==> src/rtl/dcmac_0_axis_pkt_gen_ctx_sched_if.sv <==
// Request/grant bus between the packet-generator buffer-context stage and its
// channel scheduler.
//   i_dat_req / i_dat_req_id  : context stage raises a data request for a channel
//   i_fill_done / i_fill_id   : data fill for a channel has completed
//   o_id / o_size / o_id_vld  : granted channel, its clamped byte size, grant strobe
//   o_id_vld_p1               : grant strobe delayed one cycle (context write-back)
// master = context stage, slave = scheduler.
interface dcmac_0_axis_pkt_gen_ctx_sched_if;
    logic       i_dat_req;
    logic [2:0] i_dat_req_id;
    logic       i_fill_done;
    logic [2:0] i_fill_id;
    logic [2:0] o_id;
    logic       o_id_vld;
    logic       o_id_vld_p1;
    logic [7:0] o_size;

    modport master (
        output i_dat_req, i_dat_req_id, i_fill_done, i_fill_id,
        input  o_id, o_id_vld, o_id_vld_p1, o_size
    );

    modport slave (
        input  i_dat_req, i_dat_req_id, i_fill_done, i_fill_id,
        output o_id, o_id_vld, o_id_vld_p1, o_size
    );
endinterface

==> src/rtl/dcmac_0_axis_pkt_gen_ctx_sched.sv <==
// Round-robin channel scheduler for the packet-generator buffer-context stage.
// Each cycle in RUN it grants the first eligible channel at or after the RR pointer,
// registering its id and clamped size. A channel is eligible when enabled, ready,
// has a non-zero size, fewer than MAX_PEND outstanding data requests and its reissue
// gap timer has expired.
// Ports:
//   clk, rst_n         : clock, asynchronous active-low reset
//   i_start / i_stop   : IDLE->RUN / RUN->DRAIN pulses (stop wins)
//   i_ch_en, i_ch_rdy  : per-channel enable and downstream ready
//   i_ch_size          : per-channel byte size, channel k at [8k+7:8k]
//   ctx_if             : request/fill inputs and grant outputs
//   o_busy             : state is not IDLE
//   o_err              : sticky pending-counter over/underflow or bad channel id
module dcmac_0_axis_pkt_gen_ctx_sched #(
    parameter int unsigned NUM_CH   = 6,
    parameter int unsigned MAX_PEND = 2,
    parameter int unsigned MAX_SIZE = 192,
    parameter int unsigned MIN_GAP  = 2
) (
    input  logic                   clk,
    input  logic                   rst_n,
    input  logic                   i_start,
    input  logic                   i_stop,
    input  logic [NUM_CH-1:0]      i_ch_en,
    input  logic [NUM_CH-1:0]      i_ch_rdy,
    input  logic [NUM_CH*8-1:0]    i_ch_size,
    dcmac_0_axis_pkt_gen_ctx_sched_if.slave ctx_if,
    output logic                   o_busy,
    output logic                   o_err
);
    localparam int unsigned PendW = $clog2(MAX_PEND + 1);
    localparam int unsigned GapW  = $clog2(MIN_GAP) + 1;

    typedef enum logic [1:0] {StIdle, StRun, StDrain} state_e;

    state_e                         state_q, state_d;
    logic [2:0]                     ptr_q, ptr_d;
    logic [NUM_CH-1:0][PendW-1:0]   pend_q, pend_d;
    logic [NUM_CH-1:0][GapW-1:0]    gap_q, gap_d;
    logic [2:0]                     id_q, id_d;
    logic [7:0]                     size_q, size_d;
    logic                           vld_q, vld_d;
    logic                           vld_p1_q;
    logic                           err_q, err_d;

    logic [NUM_CH-1:0] elig;
    logic              found;
    logic [2:0]        pick;
    logic [7:0]        pick_size;
    logic [3:0]        idx;
    logic              grant;

    // FSM next state
    always_comb begin
        state_d = state_q;
        unique case (state_q)
            StIdle:  if (i_start && !i_stop) state_d = StRun;
            StRun:   if (i_stop) state_d = StDrain;
            StDrain: if (pend_q == '0) state_d = StIdle;
            default: state_d = StIdle;
        endcase
    end

    // Eligibility and round-robin pick, searching upward from ptr_q with wrap
    always_comb begin
        elig      = '0;
        found     = 1'b0;
        pick      = '0;
        pick_size = '0;
        idx       = '0;
        for (int unsigned k = 0; k < NUM_CH; k++) begin
            elig[k] = i_ch_en[k] && i_ch_rdy[k] && (i_ch_size[8*k +: 8] != 8'd0) &&
                      (pend_q[k] < PendW'(MAX_PEND)) && (gap_q[k] == '0);
        end
        for (int unsigned i = 0; i < NUM_CH; i++) begin
            idx = 4'(ptr_q) + 4'(i);
            if (idx >= 4'(NUM_CH)) idx = idx - 4'(NUM_CH);
            if (!found && elig[idx[2:0]]) begin
                found = 1'b1;
                pick  = idx[2:0];
            end
        end
        for (int unsigned k = 0; k < NUM_CH; k++) begin
            if (pick == 3'(k)) pick_size = i_ch_size[8*k +: 8];
        end
    end

    assign grant = found && (state_q == StRun);

    // Grant registers, gap timers, pending counters
    always_comb begin
        ptr_d  = ptr_q;
        id_d   = id_q;
        size_d = size_q;
        vld_d  = 1'b0;
        pend_d = pend_q;
        gap_d  = gap_q;
        err_d  = err_q;

        for (int unsigned k = 0; k < NUM_CH; k++) begin
            if (gap_q[k] != '0) gap_d[k] = gap_q[k] - GapW'(1);
        end

        if (grant) begin
            vld_d  = 1'b1;
            id_d   = pick;
            size_d = (pick_size > 8'(MAX_SIZE)) ? 8'(MAX_SIZE) : pick_size;
            ptr_d  = (pick == 3'(NUM_CH - 1)) ? 3'd0 : pick + 3'd1;
            for (int unsigned k = 0; k < NUM_CH; k++) begin
                if (pick == 3'(k)) gap_d[k] = GapW'(MIN_GAP - 1);
            end
        end

        if (ctx_if.i_dat_req && (32'(ctx_if.i_dat_req_id) >= NUM_CH)) err_d = 1'b1;
        if (ctx_if.i_fill_done && (32'(ctx_if.i_fill_id) >= NUM_CH)) err_d = 1'b1;

        // Simultaneous inc and dec on one channel cancel out
        for (int unsigned k = 0; k < NUM_CH; k++) begin
            if (ctx_if.i_dat_req && (ctx_if.i_dat_req_id == 3'(k)) &&
                !(ctx_if.i_fill_done && (ctx_if.i_fill_id == 3'(k)))) begin
                if (pend_q[k] == PendW'(MAX_PEND)) err_d = 1'b1;
                else pend_d[k] = pend_q[k] + PendW'(1);
            end else if (ctx_if.i_fill_done && (ctx_if.i_fill_id == 3'(k)) &&
                         !(ctx_if.i_dat_req && (ctx_if.i_dat_req_id == 3'(k)))) begin
                if (pend_q[k] == '0) err_d = 1'b1;
                else pend_d[k] = pend_q[k] - PendW'(1);
            end
        end
    end

    always_ff @(posedge clk or negedge rst_n) begin
        if (!rst_n) begin
            state_q  <= StIdle;
            ptr_q    <= '0;
            pend_q   <= '0;
            gap_q    <= '0;
            id_q     <= '0;
            size_q   <= '0;
            vld_q    <= 1'b0;
            vld_p1_q <= 1'b0;
            err_q    <= 1'b0;
        end else begin
            state_q  <= state_d;
            ptr_q    <= ptr_d;
            pend_q   <= pend_d;
            gap_q    <= gap_d;
            id_q     <= id_d;
            size_q   <= size_d;
            vld_q    <= vld_d;
            vld_p1_q <= vld_q;
            err_q    <= err_d;
        end
    end

    assign ctx_if.o_id        = id_q;
    assign ctx_if.o_size      = size_q;
    assign ctx_if.o_id_vld    = vld_q;
    assign ctx_if.o_id_vld_p1 = vld_p1_q;
    assign o_busy             = (state_q != StIdle);
    assign o_err              = err_q;
endmodule

==> src/flat_wrapper.sv <==
// flat-port wrapper written by rule: the top's interface ports become plain ports
module dcmac_0_axis_pkt_gen_ctx_sched_flat 
#(
    parameter int unsigned NUM_CH   = 6,
    parameter int unsigned MAX_PEND = 2,
    parameter int unsigned MAX_SIZE = 192,
    parameter int unsigned MIN_GAP  = 2
)
  (clk, rst_n, i_start, i_stop, i_ch_en, i_ch_rdy, i_ch_size, o_busy, o_err, ctx_if_i_dat_req, ctx_if_i_dat_req_id, ctx_if_i_fill_done, ctx_if_i_fill_id, ctx_if_o_id, ctx_if_o_id_vld, ctx_if_o_id_vld_p1, ctx_if_o_size);
  dcmac_0_axis_pkt_gen_ctx_sched_if ctx_if_i ();
  input  logic clk;
  input  logic rst_n;
  input  logic i_start;
  input  logic i_stop;
  input  logic [NUM_CH-1:0] i_ch_en;
  input  logic [NUM_CH-1:0] i_ch_rdy;
  input  logic [NUM_CH*8-1:0] i_ch_size;
  output logic o_busy;
  output logic o_err;
  input wire logic [$bits(ctx_if_i.i_dat_req)-1:0] ctx_if_i_dat_req;
  input wire logic [$bits(ctx_if_i.i_dat_req_id)-1:0] ctx_if_i_dat_req_id;
  input wire logic [$bits(ctx_if_i.i_fill_done)-1:0] ctx_if_i_fill_done;
  input wire logic [$bits(ctx_if_i.i_fill_id)-1:0] ctx_if_i_fill_id;
  output wire logic [$bits(ctx_if_i.o_id)-1:0] ctx_if_o_id;
  output wire logic [$bits(ctx_if_i.o_id_vld)-1:0] ctx_if_o_id_vld;
  output wire logic [$bits(ctx_if_i.o_id_vld_p1)-1:0] ctx_if_o_id_vld_p1;
  output wire logic [$bits(ctx_if_i.o_size)-1:0] ctx_if_o_size;
  assign ctx_if_i.i_dat_req = ctx_if_i_dat_req;
  assign ctx_if_i.i_dat_req_id = ctx_if_i_dat_req_id;
  assign ctx_if_i.i_fill_done = ctx_if_i_fill_done;
  assign ctx_if_i.i_fill_id = ctx_if_i_fill_id;
  assign ctx_if_o_id = ctx_if_i.o_id;
  assign ctx_if_o_id_vld = ctx_if_i.o_id_vld;
  assign ctx_if_o_id_vld_p1 = ctx_if_i.o_id_vld_p1;
  assign ctx_if_o_size = ctx_if_i.o_size;
  dcmac_0_axis_pkt_gen_ctx_sched #(.NUM_CH(NUM_CH), .MAX_PEND(MAX_PEND), .MAX_SIZE(MAX_SIZE), .MIN_GAP(MIN_GAP)) u_core (.clk(clk), .rst_n(rst_n), .i_start(i_start), .i_stop(i_stop), .i_ch_en(i_ch_en), .i_ch_rdy(i_ch_rdy), .i_ch_size(i_ch_size), .ctx_if(ctx_if_i), .o_busy(o_busy), .o_err(o_err));
endmodule
==> config.mk <==
export PLATFORM = sky130hd
export DESIGN_NAME = dcmac_0_axis_pkt_gen_ctx_sched_flat
export DESIGN_NICKNAME = d
export VERILOG_FILES = /design/src/rtl/dcmac_0_axis_pkt_gen_ctx_sched_if.sv /design/src/rtl/dcmac_0_axis_pkt_gen_ctx_sched.sv /design/src/flat_wrapper.sv
export SDC_FILE = /design/constraint.sdc
export NUM_CORES = 1
export LEC_CHECK = 0
export BUFFER_PORTS_ARGS = -buffer_cell sky130_fd_sc_hd__buf_2
export CAP_MARGIN = 20
export CORE_MARGIN = 2
export CORE_UTILIZATION = 25
export DETAILED_ROUTE_END_ITERATION = 10
export PLACE_DENSITY_LB_ADDON = 0.3
export SYNTH_ARGS = -nofsm -noshare
export SYNTH_HDL_FRONTEND = slang
export SYNTH_SLANG_ARGS = --single-unit
==> constraint.sdc <==
create_clock -name clk -period 12.8 [get_ports clk]
set_input_delay 2.56 -clock clk [delete_from_list [all_inputs] [get_ports clk]]
set_output_delay 2.56 -clock clk [all_outputs]
set_load 0.05 [all_outputs]
Yosys cells after proc, flatten, opt, wreduce, memory -nomap -nowiden
Index checks and enable logic that the tools add are counted.

cells by class
  reduce and logical (&&, ||, !) cells = 118
  shift operators = 0
  equality and inequality tests = 38
  bitwise logic cells = 0
  div/mod/pow operators = 0
  multiplexer cells = 106
  $add $sub $neg = 30
  multipliers = 0
  magnitude comparators = 21

operator list
  operator                                                                 count
  2-bit two-way mux                                                        39
  1-bit logical AND                                                        57
  8-bit two-way mux                                                        7
  8-bit nonzero test                                                       6
  1-bit two-way mux                                                        39
  3-bit two-way mux                                                        13
  2-bit zero test                                                          13
  2-bit nonzero test                                                       13
  3-bit by 4-bit < comparator with 1-bit output, second input constant     6
  2-bit by 1-bit subtractor with 2-bit output, second input constant       12
  3-bit AND reduction                                                      7
  4-bit by 3-bit >= comparator with 1-bit output, second input constant    5
  1-bit binary-select mux with 3-bit select                                6
  3-bit by 2-bit equality test with 1-bit output, second input constant    6
  3-bit equality test, second input constant                               6
  1-bit zero test                                                          18
  3-bit subtractor, second input constant                                  6
  2-bit by 1-bit inequality test with 1-bit output, second input constant  8
  2-bit equality test, second input constant                               7
  2-bit inequality test, second input constant                             7
  2-bit by 1-bit adder with 2-bit output, second input constant            6
  12-bit zero test                                                         1
  2-bit < comparator, second input constant                                6
  12-bit two-way mux                                                       1
  other kinds (10)                                                         18

word-level totals
  word-level logic and storage cells = 332
  memory bits (read-only) = 0
  flip-flop bits (word level) = 43
  bits in latches = 0
  memories kept = 0
  bits in writable memories = 0

Longest topological paths before layout
  depth after elaboration = 31
  mapped depth = 21
  mapped depth without buffers = 16

Worst setup path before layout
Ideal clock, no wire load.

  kind = in2reg
  start point = input port i_ch_en[4]
  end point = register u_core.size_q[0] (netlist: u_core.ctx_if.o_size[0])
  setup slack = 6.545 ns
  stages = 17
  data required time = 12.673 ns
  library setup time = 0.127 ns
  path buffers = 3
  arrival = 6.128 ns
  cell sequence = or3b_4 a2111oi_2 a2bb2o_4 and3_4 and3_1 buf_6 and4b_4 o22a_1 buf_6 buf_2 and2_1 ha_1 inv_1 nand2_1 or4_4 a22oi_4 o21ai_1

between the ends
  word-level cells in the longest chain between the ends = 31
  elaborated cells on any way between the ends = 53
  those cells by class = order compare: 1; eq/ne: 5; mux: 31; reduce/logical: 16

ends and longest elaborated chain
  element                                    line                                   source
  start, declared                            flat_wrapper.sv:15                     input logic [NUM_CH-1:0] i_ch_en;
  1-bit logical AND (*) (3 in series)        dcmac_0_axis_pkt_gen_ctx_sched.sv:72   elig[k] = i_ch_en[k] && i_ch_rdy[k] && (i_ch_size[8*k +: 8] != 8'd0) &&
  1-bit logical AND (*)                      dcmac_0_axis_pkt_gen_ctx_sched.sv:73   (pend_q[k] < PendW'(MAX_PEND)) && (gap_q[k] == '0);
  1-bit binary-select mux with 3-bit select  dcmac_0_axis_pkt_gen_ctx_sched.sv:78   if (!found && elig[idx[2:0]]) begin
  1-bit two-way mux (not written as such)    dcmac_0_axis_pkt_gen_ctx_sched.sv:78
  1-bit two-way mux                          dcmac_0_axis_pkt_gen_ctx_sched.sv:78
  1-bit zero test                            dcmac_0_axis_pkt_gen_ctx_sched.sv:78
  1-bit logical AND                          dcmac_0_axis_pkt_gen_ctx_sched.sv:78
  1-bit two-way mux                          dcmac_0_axis_pkt_gen_ctx_sched.sv:78
  [... 8 more ...]                           n/a
  1-bit two-way mux                          dcmac_0_axis_pkt_gen_ctx_sched.sv:78
  1-bit zero test                            dcmac_0_axis_pkt_gen_ctx_sched.sv:78
  1-bit logical AND                          dcmac_0_axis_pkt_gen_ctx_sched.sv:78
  3-bit two-way mux                          dcmac_0_axis_pkt_gen_ctx_sched.sv:78
  3-bit zero test                            dcmac_0_axis_pkt_gen_ctx_sched.sv:84   if (pick == 3'(k)) pick_size = i_ch_size[8*k +: 8];
  8-bit two-way mux (6 in series)            dcmac_0_axis_pkt_gen_ctx_sched.sv:84
  8-bit greater-than comparator              dcmac_0_axis_pkt_gen_ctx_sched.sv:107  size_d = (pick_size > 8'(MAX_SIZE)) ? 8'(MAX_SIZE) : pick_size;
  8-bit two-way mux                          dcmac_0_axis_pkt_gen_ctx_sched.sv:107
  end signal, assigned                       dcmac_0_axis_pkt_gen_ctx_sched.sv:148  size_q <= size_d;
  end, declared                              dcmac_0_axis_pkt_gen_ctx_sched.sv:41   logic [7:0] size_q, size_d;

Every way passes the cells marked *; elsewhere a longest branch is shown, timed or not. The select of a mux whose other input is x is not followed.
A chain may end at the register's enable or synchronous reset.

Final worst setup path
  start point = input port i_ch_size[45]
  end point = register u_core.size_q[3] (netlist: u_core.ctx_if.o_size[3])

between the ends
  word-level cells in the longest chain between the ends = 31
  elaborated cells on any way between the ends = 53
  those cells by class = order compare: 1; eq/ne: 5; mux: 31; reduce/logical: 16

ends and longest elaborated chain
  element                                    line                                   source
  start, declared                            flat_wrapper.sv:17                     input logic [NUM_CH*8-1:0] i_ch_size;
  8-bit nonzero test                         dcmac_0_axis_pkt_gen_ctx_sched.sv:72
  1-bit logical AND (2 in series)            dcmac_0_axis_pkt_gen_ctx_sched.sv:72
  1-bit logical AND                          dcmac_0_axis_pkt_gen_ctx_sched.sv:73
  1-bit binary-select mux with 3-bit select  dcmac_0_axis_pkt_gen_ctx_sched.sv:78
  1-bit two-way mux (not written as such)    dcmac_0_axis_pkt_gen_ctx_sched.sv:78
  1-bit two-way mux                          dcmac_0_axis_pkt_gen_ctx_sched.sv:78
  1-bit zero test                            dcmac_0_axis_pkt_gen_ctx_sched.sv:78
  1-bit logical AND                          dcmac_0_axis_pkt_gen_ctx_sched.sv:78
  [... 9 more ...]                           n/a
  1-bit two-way mux                          dcmac_0_axis_pkt_gen_ctx_sched.sv:78
  1-bit zero test                            dcmac_0_axis_pkt_gen_ctx_sched.sv:78
  1-bit logical AND                          dcmac_0_axis_pkt_gen_ctx_sched.sv:78
  3-bit two-way mux                          dcmac_0_axis_pkt_gen_ctx_sched.sv:78
  3-bit zero test                            dcmac_0_axis_pkt_gen_ctx_sched.sv:84
  8-bit two-way mux (6 in series)            dcmac_0_axis_pkt_gen_ctx_sched.sv:84
  8-bit greater-than comparator              dcmac_0_axis_pkt_gen_ctx_sched.sv:107
  8-bit two-way mux                          dcmac_0_axis_pkt_gen_ctx_sched.sv:107

Several ways; a longest one is shown, not always the timed one. The select of a mux whose other input is x is not followed.

==> run summary <==
YOSYS
---------------------------------------------------------------------------------------
Yosys synthesis warning count                                                         0
Area share of the leading cell type in the synthesized netlist                   0.2824
Ys async rst share                                                                1.000
Synthesis-stage register bit count                                                   43
Ys flop type                                                                    dfrtp_1
Leading cell types by count after synthesis                                dfrtp_1, nor2_1, nand2_1, o21ai_0, a21oi_1
Dominant cell type by area after synthesis                                      dfrtp_1
Number of synthesized flops with an enable pin                                        0
Net count of the mapped netlist                                                     537
Top cells by area in the synthesized netlist                               dfrtp_1, mux2i_1, o21ai_0
Netlist area before placement                                                3810 sq um
Cell with the most instances after synthesis                                    dfrtp_1
Synthesized netlist cell count                                                      455
Count of unique library cells instantiated by Yosys                                  78
Sequential fraction of the synthesis area                                        0.2824
Syn Area/Cell                                                               8.373 sq um

CTS
---------------------------------------------------------------------------------------
Resize count post-CTS                                                                 0
Number of levels the H-tree was split into                                            2
Clock tree from TritonCTS                                                           yes
Post-CTS setup repair buffer count                                                    0
Clk buf depth                                                                         2
CTS clock-pin slew for the worst setup and hold paths                           0.06 ns
Number of hold buffers added after CTS                                                0
Number of clock sinks                                                                43
Root Buffer                                                                   clkbuf_16
Clock latency on the worst-skew pair                                            0.30 ns
Number of clock buffers inserted by TritonCTS                                         5

ROUTE
---------------------------------------------------------------------------------------
Number of violations reported at the end of detailed-routing iteration 0            279
DRC                                                                                   0
Post-detailed-route count of antenna-violating nets                                   0
First-pass iteration count of the detailed router                                     5
Routed WL                                                                     12,970 um
Vias                                                                              3,994
Vias/cell                                                                         5.547
Average wire per cell in the routed design                                     18.01 um

CRITICAL PATH
---------------------------------------------------------------------------------------
Max Fanout on Critical Path                                                          21
Timing endpoint of the critical path                                       u_core.ctx_if.o_size[3]$_DFFE_PN0P_
Reg2reg setup slack                                                             7.34 ns
Arrival time reported for the critical path endpoint                            7.40 ns
Launching element of the worst setup path                                  i_ch_size[45]
Category of the worst setup path capture point                                     flop
Critical path type                                                         primary input to flop
Reg2reg path depth                                                                   15
Crit start category                                                        primary input
Destination of the worst register-to-register timing path                  u_core.ctx_if.o_size[3]$_DFFE_PN0P_
Worst path required time                                                       12.97 ns
Origin of the critical flop-to-flop path                                   u_core.ptr_q[0]$_DFFE_PN0P_

STA
---------------------------------------------------------------------------------------
Final cycle utilization of the critical path                                     0.5647
Number of failing hold endpoints at the final stage                                   0
Relative slew margins                                                            0.3041
Tightest Pin Transition                                                        1.034 ns
Clock skew after layout                                                     0.008853 ns
Worst path setup slack after routing                                           5.572 ns
Fin. max-slew vios                                                                    0
Highest clock frequency the design can meet                                   138.4 MHz
Setup_tns                                                                          0 ns
Unrepaired setup endpoints after global routing                                      no
Hold slack final                                                              0.3760 ns
Clock period minus worst slack                                                 7.228 ns
Final number of setup-violating endpoints                                             0

POWER
---------------------------------------------------------------------------------------
Worst IR Drop VDD                                                             0.1064 mV
Overall power after layout                                                     1.447 mW
Leak pwr                                                                       1.991 nW
Power density normalized to cell area                                      315.9 nW/um^2

GLOBAL ROUTE
---------------------------------------------------------------------------------------
Antenna violations before repair                                                      1
Gr ovfl total                                                                         0
Number of global-route vias before repair                                         3,950
Wire length of the first global-routing pass                                  20,530 um
Largest net degree at the start of global routing                                    44
Tot GR Track Use                                                                 0.1590

FLOW RUN
---------------------------------------------------------------------------------------
Number of violations of the max-capacitance limit                                     0

MIN PATH
---------------------------------------------------------------------------------------
HP Class                                                                   flop to flop

LAYOUT
---------------------------------------------------------------------------------------
Final net count                                                                     612
Fraction of layout cells with a size suffix above 1                              0.2316
Layout area overhead                                                             20.23%
Post-route cell area                                                         4581 sq um

FLOORPLANNING
---------------------------------------------------------------------------------------
Floorplan Core Area                                                        15,030 sq um
Number of placement rows                                                             45
Die boundary height                                                            127.5 um
Die width                                                                      127.5 um
Initial core utilization                                                         0.2534
Total I/O pin count                                                                  87
Die Area                                                                   16,240 sq um

PLACEMENT
---------------------------------------------------------------------------------------
RD Place Congestion                                                              0.9293
Setup slack after placement                                                    5.422 ns
Sum of net half-perimeters after detailed placement                           10,270 um
Number of buffer cells added on primary ports                                        86
Placed cell areas                                                            4377 sq um

OUTCOME
---------------------------------------------------------------------------------------
Outcome                                                                    finished, final reports clean

==> report_power, final <==
| group | internal [mW] | leakage [nW] | switching [mW] |
|---|---|---|---|
| combinational | 0.393 | 1.35 | 0.691 |
| clock | 0.0922 | 0.0838 | 0.0604 |
| sequential | 0.175 | 0.559 | 0.0357 |
| total | 0.660 | 1.99 | 0.787 |
==> layout by cell type, fill, tap and decap left out, types with 4 or more instances in the layout <==
cell / count
nor3_1: 6
o22ai_1: 5
xor2_1: 4
o21ai_1: 7
o311a_1: 5
mux2i_1: 16
a21oi_1: 26
a31oi_1: 4
a22oi_1: 5
a2111oi_0: 5
clkbuf_16: 5
nand3_1: 17
inv_1: 18
nor2_1: 41
nor4_1: 16
nor2b_1: 7
and2_1: 9
dfrtp_1: 43
o21ai_0: 31
xnor2_1: 4
and3_1: 7
nand2b_1: 12
nand3b_1: 5
o2bb2ai_1: 4
buf_2: 86
a211oi_1: 11
ha_1: 10
nand2_1: 31
==> worst min-delay path by stage <==
stage | startpoint | end | slack [ns] | cells after the start
floorplan | u_core.gap_q[0]$_DFF_PN0_ | u_core.gap_q[0]$_DFF_PN0_ | 0.43 | 1
global placement | u_core.ctx_if.o_id_vld$_DFF_PN0_ | u_core.ctx_if.o_id_vld_p1$_DFF_PN0_ | 0.35 | 0
detailed placement | u_core.ctx_if.o_id_vld$_DFF_PN0_ | u_core.ctx_if.o_id_vld_p1$_DFF_PN0_ | 0.37 | 0
CTS | u_core.ctx_if.o_id_vld$_DFF_PN0_ | u_core.ctx_if.o_id_vld_p1$_DFF_PN0_ | 0.38 | 0
global route | u_core.ctx_if.o_id_vld$_DFF_PN0_ | u_core.ctx_if.o_id_vld_p1$_DFF_PN0_ | 0.40 | 0
finish | u_core.ctx_if.o_id_vld$_DFF_PN0_ | u_core.ctx_if.o_id_vld_p1$_DFF_PN0_ | 0.38 | 0
==> state kept, by name (all words and copies together), names as in the netlist <==
| signal | cells |
|---|---|
| u_core.ptr_q | 3 |
| u_core.ctx_if.o_id_vld | 1 |
| u_core.gap_q | 12 |
| u_core.o_err | 1 |
| u_core.ctx_if.o_size | 8 |
| u_core.pend_q | 12 |
| u_core.state_q | 2 |
| u_core.ctx_if.o_id_vld_p1 | 1 |
| u_core.ctx_if.o_id | 3 |
==> through the flow <==
step	instances	utilization
global placement	709	0.2911
global route	719	0.3045
detailed placement	709	0.2911
finish	720	0.3047
floorplan	455	-
CTS	717	0.3024
==> critical path: stages <==
cell,delay [ns]
buf_2,0.10
nor4_1,0.88
a211oi_1,0.29
nor3_1,0.32
a221o_1,0.27
and3_1,0.33
and4b_4,0.29
o22a_1,0.77
and2_1,0.24
ha_1,0.50
nand2_1,0.11
a221o_1,0.38
a22oi_4,0.24
o21ai_1,0.11
==> metal layers <==
| metal | routed length (um) | vias up | global-route usage |
|---|---|---|---|
| met5 | 0 | - | 0 |
| met4 | 349 | 0 | 0.05753 |
| met3 | 658 | 25 | 0.02973 |
| met2 | 6136 | 121 | 0.2630 |
| met1 | 5821 | 1942 | 0.2073 |
| li1 | - | 1906 | - |
==> area by class of cell <==
cell class	count	area, sq um
clock buffer	5	125.1
fill	1602	10450
timing repair buffer	90	478.0
multi-input combinational	372	2552
inverter	18	67.56
tap	188	235.2
sequential	43	1076
antenna	1	2.502
clock inverter	3	43.79
==> cells by family after synthesis <==
logic type,Yosys count,synth area share
adder cells (fa/ha/maj),10,0.03284
buffers and inverters,40,0.04893
AO/OA/AOI/OAI,157,0.3025
XOR/XNOR,8,0.01839
flip-flops,43,0.2824
multiplexers,21,0.06272
AND/OR/NAND/NOR,176,0.2522
Note: power is estimated with default switching activity, not from simulation.
